==> src/rtl/debounce_pkg.sv <==
// rtl/debounce_pkg.sv - shared state encoding and defaults for the input debouncer
package debounce_pkg;

    localparam int unsigned N_STABLE_DEFAULT = 16;

    typedef enum logic [1:0] {
        ST_IDLE_LO = 2'd0,
        ST_WAIT_HI = 2'd1,
        ST_IDLE_HI = 2'd2,
        ST_WAIT_LO = 2'd3
    } deb_state_e;

endpackage

==> src/rtl/sync_2ff.sv <==
// rtl/sync_2ff.sv - two-flop synchronizer for a single asynchronous bit
module sync_2ff (
    input  logic clk,
    input  logic rst_n,
    input  logic d,
    output logic q
);

    logic s1_q;
    logic s2_q;

    // s1_q is the only flop allowed to go metastable; nothing else reads it.
    always_ff @(posedge clk) begin
        if (!rst_n) begin
            s1_q <= 1'b0;
            s2_q <= 1'b0;
        end else begin
            s1_q <= d;
            s2_q <= s1_q;
        end
    end

    assign q = s2_q;

endmodule

==> src/rtl/debounce_sync.sv <==
// rtl/debounce_sync.sv - synchronize and debounce a raw board input, emit edge pulses
module debounce_sync
    import debounce_pkg::*;
#(
    parameter int unsigned N_STABLE = N_STABLE_DEFAULT
) (
    input  logic clk,
    input  logic rst_n,
    input  logic din,
    output logic dout,
    output logic rise,
    output logic fall
);

    localparam int unsigned      CNT_W   = (N_STABLE > 1) ? $clog2(N_STABLE) : 1;
    localparam logic [CNT_W-1:0] CNT_MAX = CNT_W'(N_STABLE - 1);
    localparam logic [CNT_W-1:0] CNT_ONE = CNT_W'(1);

    logic             s2;
    deb_state_e       state_q, state_d;
    logic [CNT_W-1:0] cnt_q,   cnt_d;
    logic             dout_q,  dout_d;
    logic             rise_q,  rise_d;
    logic             fall_q,  fall_d;

    sync_2ff u_sync (
        .clk   (clk),
        .rst_n (rst_n),
        .d     (din),
        .q     (s2)
    );

    always_ff @(posedge clk) begin
        if (!rst_n) begin
            state_q <= ST_IDLE_LO;
            cnt_q   <= '0;
            dout_q  <= 1'b0;
            rise_q  <= 1'b0;
            fall_q  <= 1'b0;
        end else begin
            state_q <= state_d;
            cnt_q   <= cnt_d;
            dout_q  <= dout_d;
            rise_q  <= rise_d;
            fall_q  <= fall_d;
        end
    end

    // cnt counts samples of the candidate level already seen, so entering WAIT loads 1.
    always_comb begin
        state_d = state_q;
        cnt_d   = cnt_q;
        dout_d  = dout_q;
        rise_d  = 1'b0;
        fall_d  = 1'b0;
        unique case (state_q)
            ST_IDLE_LO: begin
                if (s2) begin
                    state_d = ST_WAIT_HI;
                    cnt_d   = CNT_ONE;
                end
            end
            ST_WAIT_HI: begin
                if (!s2) begin
                    state_d = ST_IDLE_LO;
                    cnt_d   = '0;
                end else if (cnt_q == CNT_MAX) begin
                    state_d = ST_IDLE_HI;
                    cnt_d   = '0;
                    dout_d  = 1'b1;
                    rise_d  = 1'b1;
                end else begin
                    cnt_d = cnt_q + CNT_ONE;
                end
            end
            ST_IDLE_HI: begin
                if (!s2) begin
                    state_d = ST_WAIT_LO;
                    cnt_d   = CNT_ONE;
                end
            end
            ST_WAIT_LO: begin
                if (s2) begin
                    state_d = ST_IDLE_HI;
                    cnt_d   = '0;
                end else if (cnt_q == CNT_MAX) begin
                    state_d = ST_IDLE_LO;
                    cnt_d   = '0;
                    dout_d  = 1'b0;
                    fall_d  = 1'b1;
                end else begin
                    cnt_d = cnt_q + CNT_ONE;
                end
            end
            default: begin
                state_d = ST_IDLE_LO;
                cnt_d   = '0;
            end
        endcase
    end

    assign dout = dout_q;
    assign rise = rise_q;
    assign fall = fall_q;

endmodule

==> config.mk <==
export PLATFORM = sky130hd
export DESIGN_NAME = debounce_sync
export DESIGN_NICKNAME = d
export VERILOG_FILES = /design/src/rtl/debounce_pkg.sv /design/src/rtl/sync_2ff.sv /design/src/rtl/debounce_sync.sv
export SDC_FILE = /design/constraint.sdc
export NUM_CORES = 1
export LEC_CHECK = 0
export CAP_MARGIN = 20
export CORE_AREA = 2 2 39 41
export CTS_BUF_LIST = sky130_fd_sc_hd__clkbuf_4 sky130_fd_sc_hd__clkbuf_8
export CTS_CLUSTER_DIAMETER = 150
export DETAILED_ROUTE_END_ITERATION = 16
export DIE_AREA = 0 0 41 43
export HOLD_SLACK_MARGIN = 0.12
export PLACE_DENSITY = 0.65
export SKIP_LAST_GASP = 1
export SLEW_MARGIN = 20
export SYNTH_ARGS = -nofsm -noshare
export SYNTH_HDL_FRONTEND = slang
export SYNTH_HIERARCHICAL = 1
export SYNTH_SLANG_ARGS = --single-unit
==> constraint.sdc <==
create_clock -name clk -period 3.9 [get_ports clk]
set_clock_uncertainty 0.2 [all_clocks]
set_input_delay 0.39 -clock clk [delete_from_list [all_inputs] [get_ports clk]]
set_output_delay 0.39 -clock clk [all_outputs]
set_load 0.01 [all_outputs]
# ---- After elaboration in Yosys (flattened, before gate mapping)
# Index checks and enable logic that the tools add are counted.
dict set report classes {
  bitwise_logic 2
  eq_ne 12
  mux 19
  addsub 1
  reduce_logical 7
}
# cell n
set ops {}
lappend ops {{4-bit 2-to-1 mux} 5}
lappend ops {{4-bit one-hot mux with 4 select lines} 1}
lappend ops {{2-bit 2-to-1 mux} 6}
lappend ops {{2-bit != test, second input constant} 4}
lappend ops {{2-bit one-hot mux with 4 select lines} 1}
lappend ops {{1-bit 2-to-1 mux} 5}
lappend ops {{5-bit AND reduction} 1}
lappend ops {{4-bit by 1-bit adder with 4-bit output, second input constant} 1}
lappend ops {{2-bit == test, second input constant} 2}
lappend ops {{4-bit == test, second input constant} 1}
lappend ops {{2-bit by 1-bit != test with 1-bit output, second input constant} 2}
lappend ops {{4-bit AND reduction} 1}
lappend ops {{3-bit by 2-bit != test with 1-bit output, second input constant} 1}
lappend ops {{3-bit != test, second input constant} 1}
lappend ops {{3-bit AND reduction} 1}
lappend ops {{3-bit OR reduction} 1}
lappend ops {{2-bit by 1-bit == test with 1-bit output, second input constant} 1}
lappend ops {{2-bit logical NOT} 1}
lappend ops {{1-bit NOT} 2}
lappend ops {{1-bit one-hot mux with 2 select lines} 1}
lappend ops {{2-bit AND reduction} 1}
lappend ops {{2-bit nonzero test} 1}
dict set report word_totals {
  out_inout_bits 3
  word_cells 48
  register_bits 11
  inputBits 3
}

# ---- Longest topological paths before layout
dict set report depth {
  word_depth 4
  ltp_mapped 4
}

# ---- Hierarchy
# Netlist, hierarchy kept.
# mod instances seq_area_each_um2 cells_each area_per_inst_um2
set modules_own_cells {}
lappend modules_own_cells {debounce_sync 1 180.2 40 392.9}
lappend modules_own_cells {sync_2ff 1 40.0 4 52.6}

# ---- Least setup slack after synthesis
# OpenSTA, ideal clock, no wires.
dict set report synth_path {
  path_type {reg-to-reg}
  from {register cnt_q[0]}
  to {register rise_q, in the netlist rise}
  t_required_ps 3620
  period_less_slack_ps 1375
  stages_incl_launch_ff 5
  arrival_time_ps 1095
  slack_ps 2525
  setup_ps 80
  cell_sequence {dfxtp_1 > ha_1 > nand4_2 > or2_1 > nor3b_1}
}
dict set report synth_via {
  elab_chain_len 2
}
# element line
set synth_rtl {}
lappend synth_rtl {{start: declaration} debounce_sync.sv:21} ;# logic [CNT_W-1:0] cnt_q, cnt_d;
lappend synth_rtl {{start signal: assignment} debounce_sync.sv:42} ;# cnt_q <= cnt_d;
lappend synth_rtl {{4-bit == test} debounce_sync.sv:67} ;# end else if (cnt_q == CNT_MAX) begin
lappend synth_rtl {{1-bit 2-to-1 mux} debounce_sync.sv:67}
lappend synth_rtl {{end signal: assignment} debounce_sync.sv:44} ;# rise_q <= rise_d;
lappend synth_rtl {{end: declaration} debounce_sync.sv:23} ;# logic rise_q, rise_d;
# Every way passes these cells.
# A chain may end at the register's enable or synchronous reset.

# ---- Final worst setup path
dict set report layout_path {
  from {register dout_q, in the netlist dout}
  to {output port dout}
}
# element line
set layout_lines {}
lappend layout_lines {{start: declaration} debounce_sync.sv:22} ;# logic dout_q, dout_d;
lappend layout_lines {{start signal: assignment} debounce_sync.sv:43} ;# dout_q <= dout_d;
lappend layout_lines {{end: declaration} debounce_sync.sv:10} ;# output logic dout,
# No word-level cell between the ends.

==> run summary <==
The average cell area after synthesis came out at 10.1 µm². At the later pin of the worst-skew pair, clock insertion delay measures 0.27 ns. The first global-routing pass estimated 1190 µm of wire. The logs give 1380 µm² for the area of the core and 0 for the count of antenna diodes in the layout. The count of buffer and inverter cells on the critical path is 1, and the post-route worst setup slack is 2.16 ns. After clock tree synthesis, the setup repair step added 0 buffers.

Setup repair after global routing left no endpoint under its margin. The tools report the placed wire-length estimate after detailed placement as 529 µm. After Yosys synthesis, and, or, nand and nor cells account for 27.8% of the synthesized area. The die is 43 µm tall.

The synthesized netlist devotes 8.43% of its cell area to compound gates. Max-cap violations in this run came to 0. Fill cells in the final layout number 149. The congestion estimate from routability-driven global placement came to 0.688. No sink is reached through more buffers than the 2 on the longest clock path. For the worst setup path, the data arrival time is 1.15 ns. The flow ran to the end, and the final reports show no timing, DRC or antenna violations. The clock root buffer is clkbuf_4. The horizontal die dimension is 41 µm. Hold repair after CTS inserted 0 buffers. The mux cell area share after synthesis works out to 2.25%.

The number of global-route vias before repair came out at 301. In this run the worst hold path is classified as flip-flop to flip-flop. The die covers 1760 µm². Entering global routing, the biggest net connects 9 pins.

The total routed wirelength is 728 µm. Leaving out fill and tap cells, the most frequent cells in the layout are dfxtp_1 (11), clkdlybuf4s50_1 (5), nand3_1 (4), clkbuf_4 (4), a21oi_1 (3). Cells with a size suffix above 1 make up 13.2% of the layout. After detailed routing, the number of vias per cell comes to 4.90. Gate family responsible for the most delay along the worst path: buffers and inverters.

STA classifies the critical path endpoint as an output port. The effective utilization at floorplan came out at 32.2%. The total stage count of the critical path came out at 1. Synthesis handed over a netlist of 44 instances. Timing would allow up to 574 MHz. The post-placement setup slack came out at 2.09 ns. Fraction of synthesized cell area in xor and xnor cells: 7.58%. CTS saw 11 sinks.

The area growth from synthesis to layout is 22.5%. The top cell type by area accounts for 49.4% of the synthesized area. The cell with the biggest individual delay on the critical path was clkdlybuf4s50_1. In the routed design, unresolved DRC markers number 0.

The run gives 0.000211 W as the overall power consumption. At the pin with the least slew margin, the transition time is 0.311 ns. In the final design database the tool counted 58 nets. The first detailed-routing pass ran for 4 iterations. The final max-slew violation count is 0. The final critical-path share of the clock period is 44.7%, and the cell row count is 14. Sequential cells were found to cover 49.4% of the synthesized design area.

Nature of the critical path startpoint: a flip-flop. The logs give 48 for the post-synth net total and 6 for the total number of yosys warnings. The clock slew at the register clock pins of the worst setup and hold paths works out to 0.07 ns. In this design, the stage delay of the slowest critical-path cell is 0.54 ns.

The final critical delay including setup and external delays came out at 1.74 ns. The post-synthesis share of cell area spent on full adders, half adders and majority gates works out to 2.81%. The worst voltage drop across the vdd grid was 114 µV; the power per cell area was 387 nW/µm². The tools report the count of H-tree levels built during CTS as 1. The largest fanout of any net on the critical path came out at 3. In this run the tool buffered the top-level ports with 5 buffer cells.

Setup violations remaining at the end of the flow were counted as 0. The number of gates resized after CTS was 0. Measured against its own limit, the worst slew margin works out to 79.2%. After synthesis, the largest family of logic cells by area is simple AND/OR/NAND/NOR gates. Buffers inserted during clock tree synthesis total 3.

The start-to-end type of the worst setup path is flip-flop to output port. The tools report the required arrival time at the worst endpoint as 3.31 ns. The leading cell type in the layout, fill and taps excluded is dfxtp_1. TritonCTS built the clock tree.

The tools report the count of endpoints failing hold in the final timing report as 0. The number of primary I/O pins is 6. The synthesized design spends more area on one cell type than any other, namely dfxtp_1. The number of different library cells used by synthesis comes to 23.

Total number of vias: 338. After global routing the overflow that remains totals 0. After detailed routing, the average wire length per cell comes to 10.6 µm. The summed negative setup slack over all endpoints is 0 ns, and the number of cells on the worst hold path is 1. Summing every instance area after synthesis gives 445 µm². The number of routed nets with antenna violations came out at 0.

The signal on the critical path passes through clkdlybuf4s50_1. For the worst flop-to-flop path, the logic depth is 4. For this design the static power due to leakage is 0.219 nW. For the initial antenna violation count, the log shows 0.

Global routing used 10.4% of the available tracks. Ranked by total cell area, the synthesized netlist is headed by dfxtp_1 (49%), nand3_1 (4.5%), or3b_1 (3.9%). Once layout is complete, the utilization of the core stands at 39.4%.

Synthesis inferred 11 register bits. In this run, the number of DRC markers left after iteration 0 of detailed routing was 4.
==> final cells by class <==
cell class	instances	area, µm²	share of cell area, %
well taps	16	20.0	3.67
flip-flops and latches	11	220	40.4
multi-input cells	31	218	39.9
clock buffers	4	30.0	5.50
repair buffers	5	50.0	9.17
inverters	2	7.51	1.38
==> cells in the mapped netlist <==
library cell and n:
dfxtp_1 11, nand3_1 4, a21oi_1 3, and2_1 2, inv_1 2, nand3b_1 2
o21ai_0 2, or3b_1 2, xor2_1 2, a31oi_1 1, and3_2 1, ha_1 1
mux2i_1 1, nand2_1 1, nand2b_1 1, nand4_1 1, nand4_2 1, nor2_1 1
nor3_1 1, nor3b_1 1, o22ai_1 1, or2_1 1, xor2_2 1
==> metrics by stage <==
| step | hold WS [ns] | std cells | cell area (µm²) |
|---|---|---|---|
| final | 0.236 | 69 | 546 |
| after CTS | 0.240 | 69 | 546 |
| after global placement | 0.232 | 65 | 515 |
| after global routing | 0.289 | 69 | 546 |
| after detailed placement | 0.222 | 65 | 515 |
| after floorplan | 0.212 | 44 | 445 |
==> cell families after synthesis <==
kind of cell | after synthesis
simple gates | 19
flops | 11
compound gates | 7
xor+xnor | 3
buf+inv | 2
mux | 1
fa+ha+maj | 1
==> metal layers <==
layer  part of all wire [%]  GRT usage [%]  up-vias
met5                      0              0        -
met4                    5.4           12.0        0
li1                       -              -      175
met3                    4.3           1.57        5
met1                     49           13.3      147
met2                     42           12.8       11
==> power breakdown <==
part | switching, W | total (W) | leakage, nW | internal (W)
Combinational | 0.00000444 | 0.0000103 | 0.112 | 0.00000588
Clock | 0.0000364 | 0.0000830 | 0.0184 | 0.0000466
Sequential | 0.00000257 | 0.000118 | 0.0894 | 0.000115
==> path summary, 6_finish.rpt <==
path | start | to | slack [ns]
setup / recovery | dout | dout | 2.16
hold / removal | u_sync/s1_q | u_sync/q | 0.24
setup reg to reg | cnt_q[0] | rise | 2.40
hold reg to reg | u_sync/s1_q | u_sync/q | 0.24
==> flip-flops by register name, summed over array words and instances (netlist names), named ones only <==
name,flops
state_q,1
u_sync/s1_q,1
fall,1
u_sync/q,1
rise,1
cnt_q,4
dout,1
(Power assumes the default switching activity.)
